--- config.mk ---
export PLATFORM = sky130hd
export DESIGN_NAME = buffer_window_ctrl_flat
export DESIGN_NICKNAME = d
export VERILOG_FILES = /design/src/rtl/buffer_window_ctrl_if.sv /design/src/rtl/buffer_window_ctrl.sv /design/src/flat_wrapper.sv
export SDC_FILE = /design/constraint.sdc
export NUM_CORES = 1
export LEC_CHECK = 0
export BUFFER_PORTS_ARGS = -buffer_cell sky130_fd_sc_hd__buf_2
export CAP_MARGIN = 25
export CORE_MARGIN = 2
export CORE_UTILIZATION = 35
export DETAILED_ROUTE_END_ITERATION = 10
export PLACE_DENSITY_LB_ADDON = 0.15
export SYNTH_ARGS = -nofsm -noshare
export SYNTH_HDL_FRONTEND = slang
export SYNTH_SLANG_ARGS = --single-unit
--- constraint.sdc ---
create_clock -name clk -period 4 [get_ports clk]
set_input_delay 0 -clock clk [delete_from_list [all_inputs] [get_ports clk]]
set_output_delay 0 -clock clk [all_outputs]
set_load 0.02 [all_outputs]
--- src/rtl/buffer_window_ctrl_if.sv ---
// Handshake and buffer-address bundle between feeder, column buffer, PE read port and buffer_window_ctrl.
// No latency of its own; in_valid/in_ready and out_valid/out_ready carry the backpressure (BUF_WINDOW_CTRL_STATS_EN adds stall counters).
// master = feeder/consumer side, slave = controller side.
interface buffer_window_ctrl_if #(
    parameter int COLUMNS   = 32,
    parameter int PAR_WRITE = 4,
    parameter int PAR_READ  = 4
);
    localparam int AW = $clog2(COLUMNS);

    logic                    in_valid;
    logic                    in_last;
    logic                    in_ready;
    logic                    out_ready;
    logic                    out_valid;
    logic                    buf_wen;
    logic [PAR_WRITE*AW-1:0] buf_waddr;
    logic [PAR_READ*AW-1:0]  buf_raddr;
    logic [AW:0]             count;
    logic                    busy;
    logic                    done;
`ifdef BUF_WINDOW_CTRL_STATS_EN
    logic [15:0]             wr_stall_cnt;
    logic [15:0]             rd_stall_cnt;

    modport master (
        output in_valid, in_last, out_ready,
        input  in_ready, out_valid, buf_wen, buf_waddr, buf_raddr, count, busy, done,
        input  wr_stall_cnt, rd_stall_cnt
    );
    modport slave (
        input  in_valid, in_last, out_ready,
        output in_ready, out_valid, buf_wen, buf_waddr, buf_raddr, count, busy, done,
        output wr_stall_cnt, rd_stall_cnt
    );
`else
    modport master (
        output in_valid, in_last, out_ready,
        input  in_ready, out_valid, buf_wen, buf_waddr, buf_raddr, count, busy, done
    );
    modport slave (
        input  in_valid, in_last, out_ready,
        output in_ready, out_valid, buf_wen, buf_waddr, buf_raddr, count, busy, done
    );
`endif
endinterface

--- src/rtl/buffer_window_ctrl.sv ---
// Circular-store sequencer for the multi-port column buffer: PAR_WRITE rows in per beat, sliding PAR_READ-row window out.
// Rows written at edge N are readable from cycle N+1; flags and addresses come from registered state only.
// in_ready drops when fewer than PAR_WRITE rows are free or while draining; BUF_WINDOW_CTRL_STATS_EN adds stall counters.
module buffer_window_ctrl #(
    parameter int COLUMNS   = 32,
    parameter int PAR_WRITE = 4,
    parameter int PAR_READ  = 4,
    parameter int STRIDE    = 1
) (
    input  logic                  clk,
    input  logic                  rst,
    buffer_window_ctrl_if.slave   bus
);
    localparam int AW = $clog2(COLUMNS);
    localparam int CW = AW + 1;

    localparam logic [CW-1:0] COLS_C = CW'(COLUMNS);
    localparam logic [CW-1:0] PW_C   = CW'(PAR_WRITE);
    localparam logic [CW-1:0] PR_C   = CW'(PAR_READ);
    localparam logic [CW-1:0] ST_C   = CW'(STRIDE);
    localparam logic [AW-1:0] PW_INC = AW'(PAR_WRITE);
    localparam logic [AW-1:0] ST_INC = AW'(STRIDE);

    typedef enum logic [1:0] {
        IDLE  = 2'd0,
        RUN   = 2'd1,
        DRAIN = 2'd2
    } state_t;

    state_t          state_q, state_d;
    logic [AW-1:0]   wptr_q, wptr_d;
    logic [AW-1:0]   rptr_q, rptr_d;
    logic [CW-1:0]   count_q, count_d, count_upd;
    logic            done_q, done_d;
    logic            rdy, vld, push, pop;

    // Flow-control flags look only at registered count: a pop never frees space in its own cycle.
    assign rdy  = ((COLS_C - count_q) >= PW_C) && (state_q != DRAIN);
    assign vld  = (count_q >= PR_C) && (state_q != IDLE);
    assign push = bus.in_valid && rdy;
    assign pop  = vld && bus.out_ready;

    assign count_upd = count_q + (push ? PW_C : '0) - (pop ? ST_C : '0);

    always_comb begin
        state_d = state_q;
        wptr_d  = push ? wptr_q + PW_INC : wptr_q;
        rptr_d  = pop  ? rptr_q + ST_INC : rptr_q;
        count_d = count_upd;
        done_d  = 1'b0;
        case (state_q)
            IDLE: begin
                if (push) begin
                    state_d = bus.in_last ? DRAIN : RUN;
                end
            end
            RUN: begin
                if (push && bus.in_last) begin
                    state_d = DRAIN;
                end
            end
            DRAIN: begin
                // A partial window can never be presented, so the tail is dropped and the read side resyncs.
                if (count_upd < PR_C) begin
                    state_d = IDLE;
                    rptr_d  = wptr_q;
                    count_d = '0;
                    done_d  = 1'b1;
                end
            end
            default: begin
                state_d = IDLE;
            end
        endcase
    end

    always_ff @(posedge clk) begin
        if (rst) begin
            state_q <= IDLE;
            wptr_q  <= '0;
            rptr_q  <= '0;
            count_q <= '0;
            done_q  <= 1'b0;
        end else begin
            state_q <= state_d;
            wptr_q  <= wptr_d;
            rptr_q  <= rptr_d;
            count_q <= count_d;
            done_q  <= done_d;
        end
    end

    // Slot offsets wrap naturally in AW bits, so a window may straddle row COLUMNS-1 to row 0.
    for (genvar i = 0; i < PAR_WRITE; i++) begin : g_waddr
        assign bus.buf_waddr[i*AW +: AW] = wptr_q + AW'(i);
    end

    for (genvar j = 0; j < PAR_READ; j++) begin : g_raddr
        assign bus.buf_raddr[j*AW +: AW] = rptr_q + AW'(j);
    end

    assign bus.in_ready  = rdy;
    assign bus.out_valid = vld;
    assign bus.buf_wen   = push;
    assign bus.count     = count_q;
    assign bus.busy      = (state_q != IDLE);
    assign bus.done      = done_q;

`ifdef BUF_WINDOW_CTRL_STATS_EN
    logic [15:0] wr_stall_q;
    logic [15:0] rd_stall_q;

    always_ff @(posedge clk) begin
        if (rst || done_d) begin
            wr_stall_q <= '0;
            rd_stall_q <= '0;
        end else begin
            if (bus.in_valid && !rdy && (wr_stall_q != 16'hFFFF)) begin
                wr_stall_q <= wr_stall_q + 16'd1;
            end
            if (bus.out_ready && !vld && (state_q != IDLE) && (rd_stall_q != 16'hFFFF)) begin
                rd_stall_q <= rd_stall_q + 16'd1;
            end
        end
    end

    assign bus.wr_stall_cnt = wr_stall_q;
    assign bus.rd_stall_cnt = rd_stall_q;
`endif

endmodule

--- src/flat_wrapper.sv ---
// flat-port wrapper written by rule: the top's interface ports become plain ports
module buffer_window_ctrl_flat 
#(
    parameter int COLUMNS   = 32,
    parameter int PAR_WRITE = 4,
    parameter int PAR_READ  = 4,
    parameter int STRIDE    = 1
)
  (clk, rst, bus_in_valid, bus_in_last, bus_out_ready, bus_in_ready, bus_out_valid, bus_buf_wen, bus_buf_waddr, bus_buf_raddr, bus_count, bus_busy, bus_done);
  buffer_window_ctrl_if #(.COLUMNS(COLUMNS), .PAR_WRITE(PAR_WRITE), .PAR_READ(PAR_READ)) bus_i ();
  input  logic clk;
  input  logic rst;
  input wire logic [$bits(bus_i.in_valid)-1:0] bus_in_valid;
  input wire logic [$bits(bus_i.in_last)-1:0] bus_in_last;
  input wire logic [$bits(bus_i.out_ready)-1:0] bus_out_ready;
  output wire logic [$bits(bus_i.in_ready)-1:0] bus_in_ready;
  output wire logic [$bits(bus_i.out_valid)-1:0] bus_out_valid;
  output wire logic [$bits(bus_i.buf_wen)-1:0] bus_buf_wen;
  output wire logic [$bits(bus_i.buf_waddr)-1:0] bus_buf_waddr;
  output wire logic [$bits(bus_i.buf_raddr)-1:0] bus_buf_raddr;
  output wire logic [$bits(bus_i.count)-1:0] bus_count;
  output wire logic [$bits(bus_i.busy)-1:0] bus_busy;
  output wire logic [$bits(bus_i.done)-1:0] bus_done;
  assign bus_i.in_valid = bus_in_valid;
  assign bus_i.in_last = bus_in_last;
  assign bus_i.out_ready = bus_out_ready;
  assign bus_in_ready = bus_i.in_ready;
  assign bus_out_valid = bus_i.out_valid;
  assign bus_buf_wen = bus_i.buf_wen;
  assign bus_buf_waddr = bus_i.buf_waddr;
  assign bus_buf_raddr = bus_i.buf_raddr;
  assign bus_count = bus_i.count;
  assign bus_busy = bus_i.busy;
  assign bus_done = bus_i.done;
  buffer_window_ctrl #(.COLUMNS(COLUMNS), .PAR_WRITE(PAR_WRITE), .PAR_READ(PAR_READ), .STRIDE(STRIDE)) u_core (.clk(clk), .rst(rst), .bus(bus_i));
endmodule
==> run summary, run 1 <==
Run status - finished, final reports clean
Synth Area in Adders - 0.1504
Logic depth of the worst path, buffers included - 13
Num ports - 56
Number of antenna violations at the first check in global routing - 0
Clock-pin slew of the registers on the worst-case setup and hold paths - 0.07 ns
Startpoint kind of the worst setup timing path - flop
Multi-input logic area - 752.0 um2
Wire length of the first global-routing pass - 4567 um
CTS root buf - sky130_fd_sc_hd__clkbuf_8
Full die area - 4210 um2
Most frequently used flop master after synthesis - sky130_fd_sc_hd__dfxtp_1
Share of the clock period used by the worst path - 0.8982
Worst reg2reg setup slack - 0.41 ns
H-tree depth - 1
Final Hold Vio Count - 0
Worst hold path class - in2reg
Worst path required time - 4.19 ns
Synthesis warning total - 0
Wire length reported by the detailed router - 2669 um
Clock Tree Buf Depth - 2
Initial Utilization - 0.3598
Number of nets in the finished design - 210
Setup violators final - 0
WS Path Type - reg2reg
Remaining global-route overflow - 0
Fin. max-slew vios - 0
Number of standard cells after synthesis - 153
Static leakage power - 0.7794 nW
Unrepaired setup endpoints after global routing - false
Multiplexer share of the synthesized area - 0.007715
Total half-perimeter wirelength after legalization and detailed placement - 2227 um
# Max-Cap Violations - 0
Overall die width - 64.89 um
Antenna violation net count after detailed routing - 0
CORE AREA - 3606 um2
Crit Reg-Reg Startpoint - u_core.bus.count[3]
Library cell with the largest summed area after synthesis - sky130_fd_sc_hd__dfxtp_1
TritonCTS clock tree - built
Cell count of the worst reg-to-reg path - 13
Largest family of logic cells by synthesized area - buffers and inverters
Drt initial violations - 44
Cell chain of the critical path - inv_1, ha_1, o21ba_2, o2111a_1, a21oi_1, ha_1, inv_1, ha_1, a211oi_2, nor3b_1, or4_4, nor4b_4, o2bb2ai_1
Flops & latches, synth - 17
Cell area after synthesis - 1297 um2
Num CTS Buffers - 3
Number of I/O port buffers - 47
Ys async rst share - 0
Post-synth EDFFs - 0
Area fraction in compound gates after synthesis - 0.1340
Post-layout minimum cycle time - 3.593 ns
Clock net sink count - 17
Setup clock skew after layout - 0.003913 ns
Number of buffer and inverter stages on the critical path - 2
Chip Height - 64.89 um
Setup crit start - u_core.bus.count[3]
Total via count in the routed design - 1100
Layout cells sized above 1 - 0.3016
Endpoint of the worst register-to-register path - u_core.rptr_q[4]
Post-detailed-route via-to-cell ratio - 4.641
Vias in the first global route - 998
Xor and xnor area share after synthesis - 0.1013
CP max FO - 6
Slew margin rel. - 0.6759
Count of antenna diodes in the layout - 0
Signed area change from the synthesized netlist to the final layout - 16.78%
Avg WL per Cell - 11.26 um
Sequential standard cell area - 340.3 um2
Gp weighted congestion - 0.7906
Share of the synthesized area in the top cell type - 0.2623
Post-route worst hold slack - 0.03874 ns
Critical path endpoint category - flop
Worst supply voltage drop on vdd - 0.4791 mV
Initial DRT Pass Iterations - 4
Largest net degree at the start of global routing - 13
Hold Path Stages - 3
Leading cell types by total area after synthesis - sky130_fd_sc_hd__dfxtp_1 26%, sky130_fd_sc_hd__ha_1 14%, sky130_fd_sc_hd__buf_4 11%
CP max stage cell - sky130_fd_sc_hd__or4_4
Average size of a mapped cell - 8.480 um2
Sequential fraction of the synthesis area - 0.2623
Final cell utilization of the core - 0.4202
Delay-heaviest family, CP - compound AO/OA/AOI/OAI gates
Fill cells - 376
Slowest Stage Delay on Critical Path - 0.50 ns
Power per unit of standard cell area - 916.2 nW/um2
Global router's overall resource usage - 0.1380
Transition time of the tightest slew-check pin - 0.4739 ns
Critical path arrival - 3.78 ns
Detailed-route DRC error count - 0
Post-CTS setup-driven buffer insertion count - 0
Synthesized-area fraction occupied by and/or/nand/nor cells - 0.1630
FP Rows - 22
Clock Latency Late Sink - 0.25 ns
F_max - 278.3 MHz
Number of distinct library cell variants in the gate-level netlist after synthesis - 35
Most Frequent Cell on Critical Path - sky130_fd_sc_hd__ha_1
Critical Path End - u_core.rptr_q[4]
Setup TNS - 0 ns
## cells in the final DEF, fill, tap and decap left out
cell / count
sky130_fd_sc_hd__nand4bb_1: 1
sky130_fd_sc_hd__nand2b_1: 1
sky130_fd_sc_hd__or4_4: 1
sky130_fd_sc_hd__nand2_1: 5
sky130_fd_sc_hd__xor2_1: 5
sky130_fd_sc_hd__o21bai_1: 1
sky130_fd_sc_hd__a41o_1: 1
sky130_fd_sc_hd__nor3b_1: 2
sky130_fd_sc_hd__nand3_1: 5
sky130_fd_sc_hd__o2bb2ai_1: 3
sky130_fd_sc_hd__ha_1: 14
sky130_fd_sc_hd__clkbuf_8: 3
sky130_fd_sc_hd__dlygate4sd3_1: 1
sky130_fd_sc_hd__inv_2: 1
sky130_fd_sc_hd__o211ai_1: 1
sky130_fd_sc_hd__o2111a_1: 1
sky130_fd_sc_hd__inv_1: 18
sky130_fd_sc_hd__fa_1: 1
sky130_fd_sc_hd__mux2i_1: 1
sky130_fd_sc_hd__clkinv_2: 1
sky130_fd_sc_hd__nor2_1: 14
sky130_fd_sc_hd__nor2b_1: 3
sky130_fd_sc_hd__xnor2_1: 10
sky130_fd_sc_hd__nor3_1: 2
sky130_fd_sc_hd__and3_1: 2
sky130_fd_sc_hd__nor4b_4: 1
sky130_fd_sc_hd__a211oi_2: 1
sky130_fd_sc_hd__buf_2: 47
sky130_fd_sc_hd__o21ai_0: 4
sky130_fd_sc_hd__dfxtp_1: 17
sky130_fd_sc_hd__conb_1: 8
sky130_fd_sc_hd__a21oi_1: 8
sky130_fd_sc_hd__o21ba_2: 2
sky130_fd_sc_hd__or3_1: 1
sky130_fd_sc_hd__a2111oi_0: 1
sky130_fd_sc_hd__a32o_1: 1
## how the worst min path moves through the flow
stage               slack (ns)           endpoint     startpoint
floorplan                 0.09  u_core.state_q[0]    bus_in_last
global placement          0.19  u_core.state_q[0]    bus_in_last
detailed placement        0.20  u_core.state_q[0]    bus_in_last
CTS                       0.04   u_core.rptr_q[1]  bus_out_ready
global route              0.07   u_core.rptr_q[1]  bus_out_ready
finish                    0.04   u_core.rptr_q[1]  bus_out_ready
## stage by stage
stage / instances / setup slack (ns) / total power [mW] / area [um2]
2_1_floorplan: 159 / 0.5722 / 1.065 / 1320
4_1_cts: 237 / 0.3568 / 1.403 / 1515
3_5_place_dp: 232 / 0.4029 / 1.266 / 1459
5_1_grt: 237 / 0.1418 / 1.535 / 1515
6_report: 237 / 0.4073 / 1.388 / 1515
3_3_place_gp: 232 / 0.4074 / 1.271 / 1459
## cells in the mapped netlist, types with 2 or more instances
cell type	count
sky130_fd_sc_hd__buf_2	2
sky130_fd_sc_hd__nor2_1	14
sky130_fd_sc_hd__o21ai_0	4
sky130_fd_sc_hd__buf_4	19
sky130_fd_sc_hd__nor2b_1	3
sky130_fd_sc_hd__xor2_1	5
sky130_fd_sc_hd__nor3b_1	2
sky130_fd_sc_hd__dfxtp_1	17
sky130_fd_sc_hd__o2bb2ai_1	3
sky130_fd_sc_hd__conb_1	2
sky130_fd_sc_hd__o21ba_2	2
sky130_fd_sc_hd__ha_1	14
sky130_fd_sc_hd__nor3_1	2
sky130_fd_sc_hd__inv_1	18
sky130_fd_sc_hd__nand2_1	5
sky130_fd_sc_hd__a21oi_1	8
sky130_fd_sc_hd__xnor2_1	10
sky130_fd_sc_hd__nand3_1	5
sky130_fd_sc_hd__and3_1	2
## sequential cells by signal, indices dropped and copies added (netlist names)
name              count
u_core.bus.count      6
u_core.bus.done       1
u_core.rptr_q         5
u_core.state_q        2
u_core.wptr_q         3
## power by group
| group | leakage [nW] | internal [mW] | switching, mW |
|---|---|---|---|
| Combinational | 0.615 | 0.372 | 0.594 |
| Sequential | 0.139 | 0.224 | 0.0671 |
| Clock | 0.0255 | 0.0692 | 0.0622 |
| Total | 0.779 | 0.665 | 0.723 |
## per-layer routing
metal | vias to the layer above | global-route usage | wire length (um)
met5 | - | 0 | 0
met4 | 0 | 0.03989 | 8
met3 | 2 | 0.02778 | 182
met2 | 43 | 0.2204 | 1224
met1 | 509 | 0.1872 | 1253
li1 | 546 | - | -
## cell type report
cell class,count,area share
inverter,19,0.04707
clock inverter,1,0.003303
clock buffer,3,0.02725
sequential,17,0.2246
timing repair buffer,48,0.1618
tap,48,0.03964
multi-input combinational,101,0.4963
## tightest hold or removal path: stages
cell and delay [ns]:
sky130_fd_sc_hd__buf_2 0.12, sky130_fd_sc_hd__nand3_1 0.06, sky130_fd_sc_hd__a21oi_1 0.06
## logic make-up (layout without fill, tap and decap cells)
logic type | Yosys count | after routing
simple gates | 38 | 38
xor+xnor | 15 | 15
buf+inv | 41 | 71
other cells | 2 | 8
fa+ha+maj | 15 | 15
flops | 17 | 17
compound gates | 24 | 24
mux | 1 | 1
## what timing repair did
action	CTS	global route
endpoints found under the hold margin	1	0
gates resized for setup	0	0
hold buffers	1	0
Note: power is estimated with default switching activity, not from simulation.
==> run 2: changes to the inputs <==
--- a/config.mk
+++ b/config.mk
@@ -10,6 +10,7 @@
 export CORE_MARGIN = 2
 export CORE_UTILIZATION = 35
 export DETAILED_ROUTE_END_ITERATION = 10
+export MAX_ROUTING_LAYER = met4
 export PLACE_DENSITY_LB_ADDON = 0.15
 export SYNTH_ARGS = -nofsm -noshare
 export SYNTH_HDL_FRONTEND = slang
==> run 2 against run 1 <==
  * Sequential share of layout area is the same
  * Sequential power about the same
  * Core utilization did not move
  * First-iteration DRC count grew 4.5%
  * Critical path depth stayed put
  * Routed wire length is 0.37% lower
  * Via count fell by 1.7%
  * Flip-flop and latch count unchanged
  * Clock power barely moved
  * Combinational power about the same
  * Hold slack about the same
==> run summary, run 2 (synthesis results as in run 1) <==
Critical path arrival - 3.78 ns
CP max FO - 6
Clock-pin slew of the registers on the worst-case setup and hold paths - 0.07 ns
Gp weighted congestion - 0.8018
TritonCTS clock tree - built
Number of I/O port buffers - 47
Setup TNS - 0 ns
Cell count of the worst reg-to-reg path - 13
Setup clock skew after layout - 0.002945 ns
Post-CTS setup-driven buffer insertion count - 0
Global router's overall resource usage - 0.1424
WS Path Type - reg2reg
Full die area - 4210 um2
Clock Latency Late Sink - 0.25 ns
Drt initial violations - 46
Wire length reported by the detailed router - 2659 um
Unrepaired setup endpoints after global routing - false
Setup crit start - u_core.bus.count[3]
# Max-Cap Violations - 0
Met2 track demand over resource - 0.2178
Slew margin rel. - 0.6759
Critical Path End - u_core.rptr_q[4]
Initial DRT Pass Iterations - 4
Total via count in the routed design - 1081
CTS root buf - sky130_fd_sc_hd__clkbuf_8
Count of antenna diodes in the layout - 0
Most common library cell in the layout ignoring fill and taps - sky130_fd_sc_hd__buf_2
FP Rows - 22
Number of nets in the finished design - 210
Vias in the first global route - 989
Fill cells - 376
Number of antenna violations at the first check in global routing - 0
Fin. max-slew vios - 0
Detailed-route DRC error count - 0
Startpoint kind of the worst setup timing path - flop
Transition time of the tightest slew-check pin - 0.4739 ns
Antenna violation net count after detailed routing - 0
Post-layout minimum cycle time - 3.595 ns
Worst supply voltage drop on vdd - 0.4802 mV
Worst hold path class - in2reg
Global-route met1 utilization - 0.1915
Critical path endpoint category - flop
Worst path required time - 4.19 ns
Power per unit of standard cell area - 916.4 nW/um2
Post-detailed-route via-to-cell ratio - 4.561
Wire length of the first global-routing pass - 4588 um
Remaining global-route overflow - 0
Worst reg2reg setup slack - 0.41 ns
Setup violators final - 0
Total half-perimeter wirelength after legalization and detailed placement - 2227 um
Clock net sink count - 17
Run status - finished, final reports clean
Largest net degree at the start of global routing - 13
H-tree depth - 1
Signed area change from the synthesized netlist to the final layout - 16.78%
Post-route worst hold slack - 0.03916 ns
Avg WL per Cell - 11.22 um
Static leakage power - 0.7794 nW
CORE AREA - 3606 um2
Max FFs per register - 6
Layout cells sized above 1 - 0.3016
Num CTS Buffers - 3
Initial Utilization - 0.3598
Final Hold Vio Count - 0
Endpoint of the worst register-to-register path - u_core.rptr_q[4]
Clock Tree Buf Depth - 2
Num ports - 56
F_max - 278.2 MHz
Chip Height - 64.89 um
Crit Reg-Reg Startpoint - u_core.bus.count[3]
Commonest non-fill, non-tap cells in the layout - 47 x sky130_fd_sc_hd__buf_2, 18 x sky130_fd_sc_hd__inv_1, 17 x sky130_fd_sc_hd__dfxtp_1, 14 x sky130_fd_sc_hd__nor2_1, 14 x sky130_fd_sc_hd__ha_1
Peak-usage layer in the global routing report - met2
Met3 global-route usage - 0.02778
Share of the clock period used by the worst path - 0.8987
Overall die width - 64.89 um
==> run 2: cell counts in the layout (fill, tap and decap cells not counted) <==
No cell type changed its count.
==> run 2: worst min path at each step <==
stage          slack (ns)                 to           from  depth (start not counted)
6_report             0.04   u_core.rptr_q[1]  bus_out_ready                          3
5_1_grt              0.07   u_core.rptr_q[1]  bus_out_ready                          3
4_1_cts              0.04   u_core.rptr_q[1]  bus_out_ready                          3
3_5_place_dp         0.20  u_core.state_q[0]    bus_in_last                          2
3_3_place_gp         0.19  u_core.state_q[0]    bus_in_last                          2
2_1_floorplan        0.09  u_core.state_q[0]    bus_in_last                          1
==> run 2: layout make-up <==
| cell class | count | area [um2] | share of cell area |
|---|---|---|---|
| multi-input combinational | 101 | 752.0 | 0.4963 |
| clock buffer | 3 | 41.29 | 0.02725 |
| tap | 48 | 60.06 | 0.03964 |
| sequential | 17 | 340.3 | 0.2246 |
| inverter | 19 | 71.32 | 0.04707 |
| clock inverter | 1 | 5.005 | 0.003303 |
| timing repair buffer | 48 | 245.2 | 0.1618 |
==> run 2: power by group <==
part	leakage, nW	internal, mW	switching, mW
Combinational	0.615	0.372	0.594
Sequential	0.139	0.224	0.0671
Clock	0.0255	0.0692	0.0624
==> run 2: what timing repair did <==
action,in CTS,in global routing
hold buffers,1,0
hold endpoints to repair,1,0
gates resized for setup,0,0
==> run 2: per-stage QoR <==
stage,worst slack (ns),utilization,power (mW),cells,area [um2]
floorplan,0.5722,-,1.065,159,1320
global placement,0.4074,0.4046,1.271,232,1459
detailed placement,0.4029,0.4046,1.266,232,1459
CTS,0.3568,0.4202,1.403,237,1515
global route,0.1414,0.4202,1.537,237,1515
finish,0.4050,0.4202,1.388,237,1515
==> run 2: worst max-delay path, cell delays in order (launching register included) <==
cell and delay (ns):
sky130_fd_sc_hd__dfxtp_1 0.45, sky130_fd_sc_hd__inv_1 0.10, sky130_fd_sc_hd__ha_1 0.22, sky130_fd_sc_hd__o21ba_2 0.21, sky130_fd_sc_hd__o2111a_1 0.22, sky130_fd_sc_hd__a21oi_1 0.36
sky130_fd_sc_hd__ha_1 0.32, sky130_fd_sc_hd__inv_1 0.10, sky130_fd_sc_hd__ha_1 0.24, sky130_fd_sc_hd__a211oi_2 0.22, sky130_fd_sc_hd__nor3b_1 0.10, sky130_fd_sc_hd__or4_4 0.50
sky130_fd_sc_hd__nor4b_4 0.34, sky130_fd_sc_hd__o2bb2ai_1 0.15
==> run 2: layer usage <==
layer | part of all wire | vias up
met1 | 0.48 | 497
li1 | - | 546
met2 | 0.45 | 36
met3 | 0.059 | 2
met4 | 0.0030 | 0
met5 | 0 | -
